==> src/rtl/pass_pkg.sv <==
// Shared definitions for the pass-code sequencer: FSM state encoding and default sizing.
package pass_pkg;

  typedef enum logic [2:0] {
    ST_ENTER   = 3'd0,
    ST_PROGRAM = 3'd1,
    ST_CHECK   = 3'd2,
    ST_OPEN    = 3'd3,
    ST_LOCKOUT = 3'd4
  } state_t;

  localparam int DEF_DIGITS      = 4;
  localparam int DEF_DW          = 4;
  localparam int DEF_MAX_TRIES   = 3;
  localparam int DEF_LOCK_CYCLES = 1000;

  // Counter width able to hold 0..n-1, never narrower than one bit.
  function automatic int cnt_width(input int n);
    return (n > 1) ? $clog2(n) : 1;
  endfunction

endpackage

==> src/rtl/en_edge.sv <==
// Rising-edge detector for the debounced enter button; stays disarmed after reset
// until the button has been seen released, so a held button cannot fire on reset exit.
module en_edge (
  input  logic CLK,
  input  logic RST_N,
  input  logic EN,
  output logic RISE
);

  logic en_q;
  logic armed;

  always_ff @(posedge CLK or negedge RST_N) begin
    if (!RST_N) begin
      en_q  <= 1'b0;
      armed <= 1'b0;
    end else begin
      en_q <= EN;
      if (!EN) begin
        armed <= 1'b1;
      end
    end
  end

  assign RISE = armed & EN & ~en_q;

endmodule

==> src/rtl/pass_sequencer.sv <==
// Keypad pass-code sequencer: digit capture, code check, reprogramming and
// timed lockout after repeated failures. All outputs come from registered state.
module pass_sequencer
  import pass_pkg::*;
#(
  parameter int DIGITS      = DEF_DIGITS,
  parameter int DW          = DEF_DW,
  parameter int MAX_TRIES   = DEF_MAX_TRIES,
  parameter int LOCK_CYCLES = DEF_LOCK_CYCLES,
  parameter logic [DIGITS*DW-1:0] INIT_CODE = '0
) (
  input  logic                         CLK,
  input  logic                         RST_N,
  input  logic                         EN,
  input  logic                         MODE,
  input  logic [DW-1:0]                SW,
  output logic [$clog2(DIGITS+1)-1:0]  IDX,
  output logic [DIGITS-1:0]            LEDS,
  output logic                         UNLOCK,
  output logic                         FAIL,
  output logic                         LOCKED,
  output logic                         PROG
);

  localparam int IW = $clog2(DIGITS + 1);
  localparam int FW = cnt_width(MAX_TRIES + 1);
  localparam int LW = cnt_width(LOCK_CYCLES);
  localparam int CW = DIGITS * DW;

  localparam logic [IW-1:0] LAST_IDX  = IW'(DIGITS - 1);
  localparam logic [FW-1:0] TRIES_MAX = FW'(MAX_TRIES);
  localparam logic [LW-1:0] LOCK_LAST = LW'(LOCK_CYCLES - 1);

  state_t         state;
  logic [IW-1:0]  idx;
  logic [CW-1:0]  entry;
  logic [CW-1:0]  code;
  logic [CW-1:0]  entry_next;
  logic [FW-1:0]  fail_cnt;
  logic [FW-1:0]  fail_next;
  logic [LW-1:0]  lock_cnt;
  logic           unlock_r;
  logic           fail_r;
  logic           locked_r;
  logic           prog_r;
  logic           ev;

  en_edge u_en_edge (
    .CLK   (CLK),
    .RST_N (RST_N),
    .EN    (EN),
    .RISE  (ev)
  );

  // Entry buffer with the current switches dropped into slot idx; the program path
  // copies this straight into the stored code so the last digit is not lost.
  always_comb begin
    entry_next = entry;
    for (int i = 0; i < DIGITS; i++) begin
      if (idx == IW'(i)) begin
        entry_next[i*DW +: DW] = SW;
      end
    end
  end

  always_comb begin
    fail_next = (fail_cnt == TRIES_MAX) ? fail_cnt : fail_cnt + 1'b1;
  end

  always_comb begin
    LEDS = '0;
    for (int i = 0; i < DIGITS; i++) begin
      LEDS[i] = (idx > IW'(i));
    end
  end

  always_ff @(posedge CLK or negedge RST_N) begin
    if (!RST_N) begin
      state    <= ST_ENTER;
      idx      <= '0;
      entry    <= '0;
      code     <= INIT_CODE;
      fail_cnt <= '0;
      lock_cnt <= '0;
      unlock_r <= 1'b0;
      fail_r   <= 1'b0;
      locked_r <= 1'b0;
      prog_r   <= 1'b0;
    end else begin
      fail_r <= 1'b0;
      case (state)
        ST_ENTER: begin
          if (ev) begin
            entry <= entry_next;
            idx   <= idx + 1'b1;
            if (idx == LAST_IDX) begin
              state <= ST_CHECK;
            end
          end
        end

        ST_PROGRAM: begin
          if (ev) begin
            entry <= entry_next;
            if (idx == LAST_IDX) begin
              code   <= entry_next;
              idx    <= '0;
              prog_r <= 1'b0;
              state  <= ST_ENTER;
            end else begin
              idx <= idx + 1'b1;
            end
          end
        end

        ST_CHECK: begin
          idx <= '0;
          if (entry == code) begin
            fail_cnt <= '0;
            unlock_r <= 1'b1;
            state    <= ST_OPEN;
          end else begin
            fail_r   <= 1'b1;
            fail_cnt <= fail_next;
            if (fail_next == TRIES_MAX) begin
              lock_cnt <= '0;
              locked_r <= 1'b1;
              state    <= ST_LOCKOUT;
            end else begin
              state <= ST_ENTER;
            end
          end
        end

        ST_OPEN: begin
          if (ev) begin
            unlock_r <= 1'b0;
            idx      <= '0;
            if (MODE) begin
              prog_r <= 1'b1;
              state  <= ST_PROGRAM;
            end else begin
              state <= ST_ENTER;
            end
          end
        end

        // Button presses are deliberately ignored until the timer expires.
        ST_LOCKOUT: begin
          if (lock_cnt == LOCK_LAST) begin
            lock_cnt <= '0;
            fail_cnt <= '0;
            locked_r <= 1'b0;
            state    <= ST_ENTER;
          end else begin
            lock_cnt <= lock_cnt + 1'b1;
          end
        end

        default: begin
          state    <= ST_ENTER;
          idx      <= '0;
          lock_cnt <= '0;
          unlock_r <= 1'b0;
          locked_r <= 1'b0;
          prog_r   <= 1'b0;
        end
      endcase
    end
  end

  assign IDX    = idx;
  assign UNLOCK = unlock_r;
  assign FAIL   = fail_r;
  assign LOCKED = locked_r;
  assign PROG   = prog_r;

endmodule

==> config.mk <==
export PLATFORM = sky130hd
export DESIGN_NAME = pass_sequencer
export DESIGN_NICKNAME = d
export VERILOG_FILES = /design/src/rtl/pass_pkg.sv /design/src/rtl/en_edge.sv /design/src/rtl/pass_sequencer.sv
export SDC_FILE = /design/constraint.sdc
export NUM_CORES = 1
export LEC_CHECK = 0
export CAP_MARGIN = 15
export CORE_MARGIN = 5
export CORE_UTILIZATION = 63
export CTS_CLUSTER_DIAMETER = 100
export DETAILED_ROUTE_END_ITERATION = 6
export PLACE_DENSITY = 0.85
export SKIP_CTS_REPAIR_TIMING = 1
export SKIP_LAST_GASP = 1
export SLEW_MARGIN = 15
export SYNTH_ARGS = -nofsm -noshare
export SYNTH_HDL_FRONTEND = slang
export SYNTH_SLANG_ARGS = --single-unit
==> constraint.sdc <==
create_clock -name CLK -period 3.96 [get_ports CLK]
set_clock_uncertainty 0.15 [all_clocks]
set_input_delay 1.188 -clock CLK [delete_from_list [all_inputs] [get_ports CLK]]
set_output_delay 1.188 -clock CLK [all_outputs]
set_load 0.01 [all_outputs]
Yosys cells after proc, flatten, opt, wreduce, memory -nomap -nowiden:

Index checks and enable logic that the tools add are counted.

* bits in registers: 56
* input bits: 8
* output and inout port bits: 11

* add/sub/neg operators: 3
* order comparisons: 4
* eq/ne operators: 21
* multiplexer cells: 41
* bitwise logic cells: 7
* reductions and logical operators: 16

Operator list (number)
* 2-to-1 mux 3 bit: 12
* 2-to-1 mux 10 bit: 3
* case mux 10 bit (3 select lines): 1
* != test 2 bit (second input constant): 10
* equality test 16 bit: 1
* 2-to-1 mux 4 bit: 4
* case mux 3 bit (5 select lines): 1
* equality test 3 x 2 -> 1 bit (second input constant): 4
* 2-to-1 mux 1 bit: 12
* case mux 3 bit (4 select lines): 1
* adder 10 x 1 -> 10 bit (second input constant): 1
* equality test 10 bit (second input constant): 1
* case mux 1 bit (3 select lines): 3
* AND reduction 3 bit: 3
* OR reduction 3 bit: 3
* AND reduction 4 bit: 2
* equality test 3 x 1 -> 1 bit (second input constant): 2
* > comparator 3 x 1 -> 1 bit (second input constant): 2
* > comparator 3 x 2 -> 1 bit (second input constant): 2
* logical NOT 3 bit: 2
* 2-to-1 mux 2 bit: 3
* AND reduction 6 bit: 1
* inverter 1 bit: 5
* AND reduction 5 bit: 1
* 9 further kinds: 12

Longest topological paths before layout:

* word-level depth: 6
* depth in mapped cells: 7
* gate-level depth less buffers: 6

By module:

A second synthesis with hierarchy kept.

* cells, all modules: 279
* area total of the unflattened synthesis: 2892.8 um^2

Modules (own cells, without submodules)
* pass_sequencer: instances 1, cells each 275, area an instance 2827.7 um^2
* en_edge: instances 1, cells each 4, area an instance 65.1 um^2

Worst setup path after synthesis:

Ideal clock, no wire load.

* path kind: reg2out
* start point: register idx[0], in the netlist IDX[0]
* end point: output port LEDS[3]
* data arrival time: 1.311 ns
* path slack: 1.311 ns
* cell stages (with the launch flop): 5
* buffers on the path: 1
* cell sequence: dfrtp_1 > ha_1 > ha_1 > clkbuf_1 > nor2_1

* word-level cells in the longest chain between the ends: 1

Ends and longest elaborated chain
* start: declaration: RTL line pass_sequencer.sv:35 `logic [IW-1:0] idx;`
* start signal: assignment: RTL line pass_sequencer.sv:95 `idx <= idx + 1'b1;`
* start signal: assignment: RTL line pass_sequencer.sv:111 `idx <= idx + 1'b1;`
* > comparator 3 x 2 -> 1 bit: RTL line pass_sequencer.sv:73 `LEDS[i] = (idx > IW'(i));`
* end: declaration: RTL line pass_sequencer.sv:18 `output logic [DIGITS-1:0] LEDS,`

Every way passes these cells.

Worst setup path in the final report:

Ends and elaborated chain as after synthesis.

==> results.sh <==
export IMPL_max_freq_mhz=291
export IMPL_slowest_delay_ns=0.54
export IMPL_die_w_um=77.7
export IMPL_synth_warnings=0
export IMPL_rsz0062_at_grt="no"
export IMPL_cts_tree="built"
export IMPL_critical_path_cell_chain="ha_1 > ha_1 > nor2_1 > clkdlybuf4s50_1"
export IMPL_crit_type="reg2out"
export IMPL_synth_largest_area_cell="dfrtp_1"
export IMPL_synthAdderAreaFrac_pct=3.03
export IMPL_register_area_um2=1400
export IMPL_num_rows=24
export IMPL_wl_mm=5.58
export IMPL_synth_area_um2=2890
export IMPL_clk_path_buf_depth=2
export IMPL_dp_slack_ns=0.710
export IMPL_dpl_cell_count=344
export IMPL_core_um2=4410
export IMPL_root_buffer="clkbuf_8"
export IMPL_worst_path_buf_inv=1
export IMPL_total_power_mw=2.16
export IMPL_final_hold_viol_count=0
export IMPL_reg2reg_slack_ns=1.74
export IMPL_grt_ovfl_total=0
export IMPL_antenna_cells=0
export IMPL_min_period_over_period_pct=86.7
export IMPL_port_buffers=18
export IMPL_start_util_pct=65.4
export IMPL_final_cell_mix="56 x dfrtp_1, 28 x nand2_1, 24 x nor2_1"
export IMPL_yosys_top_cells_area="dfrtp_1 49%, mux2_2 6.2%, mux2i_1 5.5%"
export IMPL_antenna_left=0
export IMPL_setup_viol=0
export IMPL_start_kind="flip-flop"
export IMPL_critPathMostFrequentCell="ha_1"
export IMPL_dr_wl_met2_mm=2.59
export IMPL_dr_wl_met3_um=287
export IMPL_grt_use_total_pct=20.2
export IMPL_wire_per_inst_um=15.9
export IMPL_critical_path_top_delay_family="adder cells"
export IMPL_nFillCells=317
export IMPL_maxCapViolCount=0
export IMPL_die_h_um=77.7
export IMPL_cts_buffers=5
export IMPL_htree_levels=2
export IMPL_synth_cells=284
export IMPL_synth_nets=299
export IMPL_ys_ff_latch=56
export IMPL_avgSynthCellArea_um2=10.2
export IMPL_ys_flop_type="dfrtp_1"
export IMPL_status="finished clean"
export IMPL_worstMarginPinSlew_ns=0.672
export IMPL_clock_latency_ns=0.31
export IMPL_fin_ws_ns=0.528
export IMPL_instances_no_fill=352
export IMPL_synthToLayoutAreaGrowth_pct=11.5
export IMPL_fin_nets=314
export IMPL_irDropWorstVdd_mv=0.383
export IMPL_hold_path_class="reg2reg"
export IMPL_crit_slowest_cell="clkdlybuf4s50_1"
export IMPL_drc=0
export IMPL_synth_enable_flop_cells=0
export IMPL_cts_sinks=56
export IMPL_firstDrtPassIters=4
export IMPL_period_minus_slack_ns=3.43
export IMPL_vias=2141
export IMPL_ios=19
export IMPL_top_layer="met4"
export IMPL_drt_iter0_drc=167
export IMPL_synthDistinctLibCells=46
export IMPL_leakage_nw=1.44
export IMPL_critPathMaxFanout=10
export IMPL_powerDensity_nw_per_um2=672
export IMPL_synth_seq_area_share_pct=48.5
export IMPL_grt_pass1_vias=2079
export IMPL_clk_pin_slew_ns=0.10
export IMPL_drive_above_1_share_pct=11.7
export IMPL_postSynth_asyncResetShare_pct=100
export IMPL_drv_slew=0
export IMPL_grt_max_degree=39
export IMPL_synth_top_family_by_area="simple AND/OR/NAND/NOR gates"
export IMPL_multi_input_area_um2=1390
export IMPL_synth_compound_area_share_pct=13.3
export IMPL_critPathRequiredTime_ns=2.62
export IMPL_avgViaCountPerCell=6.08
export IMPL_cp_end_kind="primary output"
export IMPL_muxShareOfSynthArea_pct=11.8
export IMPL_grt_pass1_wl_mm=9.95
export IMPL_relSlewSlack_pct=55.1
export IMPL_arrival_ns=2.09
export IMPL_die_area_um2=6040
export IMPL_gp_congestion=0.827
export IMPL_antenna_found_initial=0
export IMPL_synthDominantCellAreaShare_pct=48.5
export IMPL_fin_tns_setup_ns=0
export IMPL_synth_simple_area_share_pct=15.0
export IMPL_synthXorXnorAreaFrac_pct=4.85
export IMPL_wl_met1_mm=2.59
export IMPL_final_common_cell="dfrtp_1"
export IMPL_post_dp_hpwl_mm=3.82
-- cell families after synthesis --
kind of cell | Yosys count
adders and majority gates | 7
AOI/OAI and AO/OA | 60
DFF | 56
buffers and inverters | 24
and+or+nand+nor | 89
xor gates and xnor gates | 16
muxes | 32
-- registers in the layout, indices dropped and copies added, names as in the netlist --
signal / count
code: 16
entry: 16
lock_cnt: 10
IDX: 3
state: 3
fail_cnt: 2
FAIL: 1
LOCKED: 1
PROG: 1
UNLOCK: 1
u_en_edge.armed: 1
u_en_edge.en_q: 1
-- worst reg2reg max path, delay by kind of cell, from the launching register on --
kind            cells  cell delay, ns
simple gates        1            0.52
flops               1            0.68
compound gates      4            0.79
-- worst paths after layout --
| path | start | to | cells past startpoint |
|---|---|---|---|
| max | IDX[0]$_DFFE_PN0P_ | LEDS[3] | 4 |
| min | u_en_edge.armed$_DFFE_PN0N_ | u_en_edge.armed$_DFFE_PN0N_ | 1 |
| max reg2reg | state[2]$_DFFE_PN0P_ | lock_cnt[9]$_DFFE_PN0P_ | 5 |
| min reg2reg | u_en_edge.armed$_DFFE_PN0N_ | u_en_edge.armed$_DFFE_PN0N_ | 1 |
| max in group asynchronous | RST_N | code[5]$_DFFE_PN0P_ | 2 |
| min in group asynchronous | RST_N | state[1]$_DFFE_PN0P_ | 1 |
-- per-stage QoR --
| stage | area (um^2) | utilization, % | hold WS [ns] |
|---|---|---|---|
| 2_1_floorplan | 2890 | - | 0.299 |
| 3_3_place_gp | 3090 | 70.1 | 0.327 |
| 3_5_place_dp | 3090 | 70.1 | 0.321 |
| 4_1_cts | 3220 | 73.0 | 0.347 |
| 5_1_grt | 3220 | 73.0 | 0.371 |
| 6_report | 3220 | 73.0 | 0.352 |
-- report_power, final --
group          internal, mW  leakage, nW  switching [mW]
Clock                 0.223       0.0645           0.182
Combinational         0.417        0.661           0.387
Sequential            0.764        0.710           0.193
Total                  1.40         1.44           0.761
-- cell type report --
type	count	area share [%]
clock buffers	7	2.99
clock inverters	1	0.932
inverters	10	1.17
multi-input cells	204	43.0
flip-flops and latches	56	43.5
well taps	52	2.02
repair buffers	22	6.37
-- synth_stat cells, types with 2 or more instances --
cell and instances:
a21oi_1 20, and2_1 2, a31oi_1 4, o21ai_0 12
nand2b_1 3, nor2b_1 4, xor2_1 16, inv_1 9
nor2_1 24, dfrtp_1 56, o211ai_1 4, ha_1 7
nand2_1 28, a31o_2 2, clkbuf_1 6, mux2_2 16
nor4_1 4, nand3_1 5, a2bb2oi_1 3, mux2i_1 16
buf_2 7, or3_1 2, nor3_1 6, o22ai_1 5
and4_1 2
-- layer usage --
layer  GRT usage [%]  vias to the layer above
li1                -                     1038
met1            28.3                     1036
met2            31.2                       55
met3            4.05                       12
met4            7.56                        0
met5               0                        -
(Power assumes the default switching activity.)
